--- config.mk ---
export PLATFORM = sky130hd
export DESIGN_NAME = adc_spi_controller
export DESIGN_NICKNAME = d
export VERILOG_FILES = /design/src/rtl/adc_spi_controller.sv
export SDC_FILE = /design/constraint.sdc
export NUM_CORES = 1
export LEC_CHECK = 0
export ABC_AREA = 1
export CAP_MARGIN = 15
export CORE_MARGIN = 2
export CORE_UTILIZATION = 57
export CTS_CLUSTER_SIZE = 25
export DETAILED_ROUTE_END_ITERATION = 10
export PLACE_DENSITY = 0.89
export SYNTH_ARGS = -nofsm -noshare
export SYNTH_HDL_FRONTEND = slang
export SYNTH_SLANG_ARGS = --single-unit
--- constraint.sdc ---
create_clock -name aclk -period 15.84 [get_ports aclk]
set_clock_uncertainty 0.15 [all_clocks]
set_input_delay 3.168 -clock aclk [delete_from_list [all_inputs] [get_ports aclk]]
set_output_delay 3.168 -clock aclk [all_outputs]
set_load 0.01 [all_outputs]
--- src/rtl/adc_spi_controller.sv ---
// adc_spi_controller: SPI front end for the multi-lane SAR ADC.
//
// Runs two kinds of SPI transfer on one bus:
//   - conversion reads, started by the trigger input; NUM_SDI lanes are
//     shifted in per SCK period and optionally summed over 2^AVG_LOG2 frames;
//   - 24-bit register transactions, taken from the command stream; read
//     commands return one byte on the readback stream.
// SCK is produced in fabric from a counter that divides aclk.
//
// Ports:
//   aclk, areset          clock, asynchronous active-high reset
//   trigger               conversion request, level-sampled in IDLE
//   spi_sdi/sdo/csn/sck   ADC serial bus; spi_resetn mirrors ~areset
//   s_axis_*              register command stream (tdata[23:0] used)
//   m_axis_cnv_*          conversion result stream (OUT_WIDTH bits)
//   m_axis_reg_*          register readback stream (8 bits)
//   status                {overrun[15:0], 10'b0, reg_tvalid, cnv_tvalid,
//                          mode[1:0], pending, busy}
module adc_spi_controller #(
    parameter int unsigned NUM_SDI      = 4,
    parameter int unsigned SAMPLE_WIDTH = 32,
    parameter int unsigned SCK_DIV      = 1,
    parameter int unsigned AVG_LOG2     = 0,
    parameter int unsigned OUT_WIDTH    = SAMPLE_WIDTH + AVG_LOG2
) (
    input  logic                 aclk,
    input  logic                 areset,
    input  logic                 trigger,
    input  logic [NUM_SDI-1:0]   spi_sdi,
    output logic                 spi_sdo,
    output logic                 spi_csn,
    output logic                 spi_sck,
    output logic                 spi_resetn,
    input  logic [31:0]          s_axis_tdata,
    input  logic                 s_axis_tvalid,
    output logic                 s_axis_tready,
    output logic [OUT_WIDTH-1:0] m_axis_cnv_tdata,
    output logic                 m_axis_cnv_tvalid,
    input  logic                 m_axis_cnv_tready,
    output logic [7:0]           m_axis_reg_tdata,
    output logic                 m_axis_reg_tvalid,
    input  logic                 m_axis_reg_tready,
    output logic [31:0]          status
);

    localparam int unsigned NCYC_CNV = SAMPLE_WIDTH / NUM_SDI;
    localparam int unsigned NCYC_REG = 24;
    localparam int unsigned NCYC_MAX = (NCYC_CNV > NCYC_REG) ? NCYC_CNV : NCYC_REG;
    localparam int unsigned BIT_W    = $clog2(NCYC_MAX);
    localparam int unsigned DIV_W    = (SCK_DIV > 1) ? $clog2(SCK_DIV) : 1;
    localparam int unsigned FCNT_W   = AVG_LOG2 + 1;
    localparam int unsigned FRAMES   = 1 << AVG_LOG2;
    localparam int unsigned RB_FIRST = 16;

    localparam logic [1:0] MODE_CNV     = 2'b00;
    localparam logic [1:0] MODE_ONCE    = 2'b01;
    localparam logic [1:0] MODE_PERSIST = 2'b11;

    typedef enum logic [1:0] {
        ST_IDLE  = 2'd0,
        ST_SHIFT = 2'd1,
        ST_TAIL  = 2'd2
    } state_t;

    state_t state, state_nxt;

    // Control strobes decoded by the FSM
    logic start_cnv, start_reg, sck_rise, sck_fall, done, tick;

    // Datapath registers
    logic [DIV_W-1:0]        div_cnt;
    logic [BIT_W-1:0]        bit_cnt;
    logic                    is_reg;
    logic                    pending;
    logic [1:0]              mode;
    logic [23:0]             cmd;
    logic [23:0]             tx_sh;
    logic [SAMPLE_WIDTH-1:0] frame;
    logic [7:0]              readback;
    logic [OUT_WIDTH-1:0]    acc;
    logic [FCNT_W-1:0]       fcnt;
    logic [15:0]             overrun;
    logic                    busy;

    logic                    cmd_hs, pending_nxt;
    logic [BIT_W-1:0]        last_bit;
    logic                    cnv_done, reg_done, frame_done;
    logic                    trig_ovr, cnv_drop, reg_over;
    logic [1:0]              ovr_inc;
    logic [16:0]             ovr_sum;
    logic [OUT_WIDTH-1:0]    acc_sum;
    logic                    unused_ok;

    assign spi_resetn = ~areset;
    assign status     = {overrun, 10'b0, m_axis_reg_tvalid, m_axis_cnv_tvalid, mode, pending, busy};
    assign unused_ok  = &{1'b0, s_axis_tdata[31:24]};

    assign cmd_hs      = s_axis_tvalid && s_axis_tready;
    assign pending_nxt = (pending || cmd_hs) && !start_reg;
    assign last_bit    = is_reg ? BIT_W'(NCYC_REG - 1) : BIT_W'(NCYC_CNV - 1);

    assign cnv_done   = done && !is_reg;
    assign reg_done   = done && is_reg;
    assign frame_done = (fcnt == FCNT_W'(FRAMES - 1));
    assign acc_sum    = acc + OUT_WIDTH'(frame);

    // A new result that finds the previous one still stalled is an overrun
    assign cnv_drop = cnv_done && frame_done && m_axis_cnv_tvalid && !m_axis_cnv_tready;
    assign reg_over = reg_done && cmd[23] && m_axis_reg_tvalid && !m_axis_reg_tready;
    assign trig_ovr = trigger && (state != ST_IDLE);
    assign ovr_inc  = 2'(trig_ovr) + 2'(cnv_drop) + 2'(reg_over);
    assign ovr_sum  = 17'(overrun) + 17'(ovr_inc);

    // State register
    always_ff @(posedge aclk or posedge areset) begin
        if (areset) begin
            state <= ST_IDLE;
        end else begin
            state <= state_nxt;
        end
    end

    // Next state, arbitration and SCK phase strobes
    always_comb begin
        state_nxt = state;
        start_cnv = 1'b0;
        start_reg = 1'b0;
        sck_rise  = 1'b0;
        sck_fall  = 1'b0;
        done      = 1'b0;
        tick      = (div_cnt == DIV_W'(SCK_DIV - 1));
        case (state)
            ST_IDLE: begin
                if (pending) begin
                    start_reg = 1'b1;
                    state_nxt = ST_SHIFT;
                end else if (trigger && (mode == MODE_CNV)) begin
                    start_cnv = 1'b1;
                    state_nxt = ST_SHIFT;
                end
            end
            ST_SHIFT: begin
                if (tick) begin
                    if (!spi_sck) begin
                        sck_rise = 1'b1;
                    end else begin
                        sck_fall = 1'b1;
                        if (bit_cnt == last_bit) begin
                            state_nxt = ST_TAIL;
                        end
                    end
                end
            end
            ST_TAIL: begin
                // One trailing sck-low cycle with csn still asserted
                done      = 1'b1;
                state_nxt = ST_IDLE;
            end
            default: state_nxt = ST_IDLE;
        endcase
    end

    // Bus timing, shift registers, command intake, mode tracking
    always_ff @(posedge aclk or posedge areset) begin
        if (areset) begin
            spi_csn       <= 1'b1;
            spi_sck       <= 1'b0;
            spi_sdo       <= 1'b0;
            s_axis_tready <= 1'b1;
            busy          <= 1'b0;
            pending       <= 1'b0;
            mode          <= MODE_CNV;
            cmd           <= '0;
            tx_sh         <= '0;
            div_cnt       <= '0;
            bit_cnt       <= '0;
            is_reg        <= 1'b0;
            frame         <= '0;
            readback      <= '0;
        end else begin
            s_axis_tready <= (state_nxt == ST_IDLE) && !pending_nxt;
            busy          <= (state_nxt != ST_IDLE);
            pending       <= pending_nxt;

            if (cmd_hs) begin
                cmd <= s_axis_tdata[23:0];
                if (mode != MODE_PERSIST) begin
                    mode <= MODE_ONCE;
                end
            end

            if (start_cnv || start_reg) begin
                spi_csn <= 1'b0;
                spi_sck <= 1'b0;
                div_cnt <= '0;
                bit_cnt <= '0;
                is_reg  <= start_reg;
                // Register frames put bit 23 on sdo as csn falls
                tx_sh   <= start_reg ? cmd : 24'h0;
                spi_sdo <= start_reg && cmd[23];
            end

            if (state == ST_SHIFT) begin
                div_cnt <= tick ? '0 : div_cnt + DIV_W'(1);
                if (tick) begin
                    spi_sck <= ~spi_sck;
                end
            end

            if (sck_rise) begin
                if (!is_reg) begin
                    frame <= (frame << NUM_SDI) | SAMPLE_WIDTH'(spi_sdi);
                end else if (bit_cnt >= BIT_W'(RB_FIRST)) begin
                    readback <= {readback[6:0], spi_sdi[0]};
                end
            end

            // Zeros shift in behind the command, so sdo idles low after bit 0
            if (sck_fall) begin
                bit_cnt <= bit_cnt + BIT_W'(1);
                tx_sh   <= tx_sh << 1;
                spi_sdo <= tx_sh[22];
            end

            if (done) begin
                spi_csn <= 1'b1;
            end

            if (reg_done) begin
                if (cmd[23:21] == 3'b101) begin
                    mode <= MODE_PERSIST;
                end else if ((cmd == 24'h001401) || (mode == MODE_ONCE)) begin
                    mode <= MODE_CNV;
                end
            end
        end
    end

    // Accumulator and result streams
    always_ff @(posedge aclk or posedge areset) begin
        if (areset) begin
            acc               <= '0;
            fcnt              <= '0;
            m_axis_cnv_tdata  <= '0;
            m_axis_cnv_tvalid <= 1'b0;
            m_axis_reg_tdata  <= '0;
            m_axis_reg_tvalid <= 1'b0;
            overrun           <= '0;
        end else begin
            overrun <= ovr_sum[16] ? 16'hFFFF : ovr_sum[15:0];

            if (m_axis_cnv_tvalid && m_axis_cnv_tready) begin
                m_axis_cnv_tvalid <= 1'b0;
            end
            if (cnv_done) begin
                if (frame_done) begin
                    acc  <= '0;
                    fcnt <= '0;
                    if (!cnv_drop) begin
                        m_axis_cnv_tdata  <= acc_sum;
                        m_axis_cnv_tvalid <= 1'b1;
                    end
                end else begin
                    acc  <= acc_sum;
                    fcnt <= fcnt + FCNT_W'(1);
                end
            end

            if (m_axis_reg_tvalid && m_axis_reg_tready) begin
                m_axis_reg_tvalid <= 1'b0;
            end
            if (reg_done && cmd[23]) begin
                m_axis_reg_tdata  <= readback;
                m_axis_reg_tvalid <= 1'b1;
            end
        end
    end

endmodule
Word level (Yosys, flattened, before mapping)
Index checks and enable logic that the tools add are counted.

Register bits after elaboration: 195. Logic and storage cells: 126. Output and inout port bits: 79. Input port bits: 42.

Eq/ne operators: 7. Bitwise logic cells: 6. Order comparisons: 1. Multiplexer cells: 47. Reduce and logical (&&, ||, !) cells: 36. Add/subtract/negate cells: 7.

Operator list (count): $mux W23 (3); $add A32 B32 Y32 (1); $mux W32 (1); $or A32 B4 Y32 (1); $mux W1 (28); $eq A24 B13 Y1 const B (1); $mux W2 (10); $add A16 B2 Y17 (1); $logic_and A1 B1 Y1 (16); $mux W16 (1); $mux W5 (3); $reduce_bool A2 Y1 (6); $logic_not A2 Y1 (3); $reduce_and A3 Y1 (2); $add A5 B1 Y5 const B (1); $eq A5 B5 Y1 (1); $ge A5 B5 Y1 const B (1); $logic_not A1 Y1 (5); $not A1 Y1 (5); $eq A2 B1 Y1 const B (2); $pmux W2 S2 (1); $eq A3 B3 Y1 const B (1); $logic_or A1 B1 Y1 (3); $add A1 B1 Y1 const B (2); 5 further kinds (5).

Longest topological paths before layout
Depth in word-level cells: 10. Gate-level depth with buffers: 16. Depth with buffers taken out: 16.

Least setup slack after synthesis
OpenSTA, ideal clock, no wires.

Path type: input port to output port. Start: in areset. End: out spi_resetn. Cell stages on the path: 1. Slack: 5991 ps. Data arrival time: 6531 ps. Cells stage by stage: inv_1.

Word-level cells in the longest chain between the ends: 1.

RTL lines: start: declaration (line 27) `input logic areset,`; $not A1 Y1 (line 94) `assign spi_resetn = ~areset;`; end: declaration (line 33) `output logic spi_resetn,`.

No other way between the ends.

Worst setup path in the final report
Same ends and word-level chain as after synthesis.

==> flow_metrics.py <==
metrics = {
    "layout": {
        "layout.nets": 893,
        "top_regs": "frame (32), m_axis_cnv_tdata (32), cmd (24)",
        "drive_gt1_frac": 0.09080,
        "area_growth_pct": 22.62,
        "diodes": 0,
    },
    "global_routing": {
        "grt.total_usage": 0.2224,
        "overflow": 0,
        "antenna_found_initial": 0,
        "grt_max_degree": 93,
        "grt_pass1_vias": 4915,
        "grt_pass1_wl_um": 22690,
    },
    "yosys": {
        "netlist.area_leader.share": 0.5801,
        "syn_inst": 755,
        "synth_edf_count": 0,
        "syn_avg_cell_area_um2": 9.085,
        "post-synth-top-count-cell": "nand2_1",
        "syn_area_um2": 6859,
        "synth_area_leaders": "dfrtp_1, nand2_1, inv_1, o21ai_0, nand3_1",
        "yosysSeqAreaShare": 0.5877,
        "yosys_warnings": 0,
        "ys_types": 35,
        "ys_ff_latch": 161,
        "synthArstFlopShare": 1.000,
        "yosysTopAreaCell": "dfrtp_1",
        "ys.flop_type": "dfrtp_1",
        "synthTopCellsByCount": "nand2_1, dfrtp_1, inv_1",
    },
    "routing": {
        "drt-initial-drc-count": 488,
        "dr.pass1.iters": 4,
        "antenna_left": 0,
        "wl_per_cell_um": 13.49,
        "vias": 5131,
        "totalWireLength_um": 13570,
        "route.detailed.drc": 0,
        "vias_per_cell": 5.100,
    },
    "clock_network": {
        "clock_sinks": 161,
        "clockRootBuffer": "clkbuf_16",
        "cts_buffer_depth": 2,
        "clk_latency_ns": 0.42,
        "cts-hold-fix-buffers": 0,
        "post_cts_resized": 0,
        "cts_setup_buffers": 0,
        "clk_pin_slew_ns": 0.06,
        "cts_made_buffers": 17,
        "cts_htree_levels": 4,
        "cts_tree": "done",
    },
    "sta": {
        "holdWs_ns": 0.3168,
        "hold_violations": 0,
        "fmax_ghz": 0.1219,
        "fin_crit_ns": 8.204,
        "setup_violations": 0,
        "max_slew_margin": 0.2923,
        "slew_violations": 0,
        "worst_pin_slew_ns": 1.058,
        "setup_ws_ns": 7.636,
        "tns_ns": 0,
        "rsz0062_at_grt": "no",
        "period_share": 0.5179,
    },
    "pwr": {
        "leakage_uw": 0.004125,
        "vdd_drop_max_mv": 0.05896,
        "power_uw": 898.3,
        "power_density_nw_per_um2": 106.8,
    },
    "worst_hold_path": {
        "min_to": "spi_csn$_DFFE_PP1P_",
        "worstHoldPathType": "reg -> reg",
        "min_from": "spi_csn$_DFFE_PP1P_",
        "hold_depth": 2,
    },
    "floorplan": {
        "die_y_um": 113.7,
        "start_util": 0.5783,
        "die_w_um": 113.7,
        "rows": 40,
        "pin_count": 121,
        "dieArea_um2": 12930,
        "coreArea_um2": 11860,
    },
    "setup_path": {
        "r2r-start": "state[0]$_DFF_PP0_",
        "critPathKind": "in -> out",
        "reg2reg_depth": 14,
        "required_ns": 12.52,
        "ff2ff_setup_slack_ns": 12.66,
        "end_kind": "output port",
        "r2r_end": "overrun[8]$_DFF_PP0_",
        "worstPathArrival_ns": 4.89,
        "start_kind": "input port",
        "crit_fanout": 92,
    },
    "placed_design": {
        "portBuffers": 102,
        "hpwl_um": 8707,
        "dpl_worst_slack_ns": 7.535,
        "place_congestion": 0.7881,
    },
    "job": {
        "maxCapViolations": 0,
    },
    "outcome": {
        "status": "complete, no violations",
    },
}
-- worst max-delay path by stage --
stage / start / endpoint / slack [ns]
6_report: areset / spi_resetn / 7.64
3_5_place_dp: areset / spi_resetn / 7.53
4_1_cts: areset / spi_resetn / 7.53
2_1_floorplan: areset / spi_resetn / 5.99
5_1_grt: areset / spi_resetn / 7.42
3_3_place_gp: areset / spi_resetn / 7.54
-- area by class of cell --
cell class / count / area (um2)
tap: 147 / 183.9
clock buffer: 17 / 425.4
inverter: 78 / 297.8
clock inverter: 15 / 148.9
sequential: 161 / 4031
multi-input combinational: 485 / 2295
timing repair buffer: 103 / 1028
fill: 878 / 3451
-- power by group --
group | switching [uW] | total, uW | internal (uW) | leakage, uW
combinational | 33.4 | 67.5 | 34.0 | 0.00171
clock | 177 | 398 | 221 | 0.000276
sequential | 11.1 | 433 | 422 | 0.00214
-- cells by family after synthesis --
family / share of synthesized area
DFF: 0.5877
xor gates and xnor gates: 0.008939
and+or+nand+nor: 0.2227
other: 0.0005467
buffers and inverters: 0.08264
adders and majority gates: 0.01131
AOI/OAI and AO/OA: 0.08610
-- metrics by stage --
step	std cells	instance area (um2)	utilization
after floorplan	764	6893	-
after global placement	974	7836	0.6607
after detailed placement	974	7836	0.6607
after CTS	1006	8411	0.7091
after global routing	1006	8411	0.7091
final	1006	8411	0.7091
-- placed cells by master (no fill, tap or decap), drive strengths merged, types with 4 or more instances in the layout --
master         instances
inv                   85
nand3                 40
nor2                  40
a21oi                  6
conb                  10
dfrtp                159
clkbuf                17
clkinv                 4
xor2                   5
o21ai                 88
nand2                271
clkdlybuf4s50        102
o211ai                 5
-- worst max-delay path, stage by stage --
cell             delay, ns
clkdlybuf4s50_1       0.47
inv_6                 0.57
clkdlybuf4s50_1       0.67
-- per-layer routing --
layer	GRT usage	wire (um)
met1	0.2997	6214
met2	0.3549	6418
met3	0.05101	654
met4	0.08780	281
met5	0	0
Power figures use the tool's default switching activity.
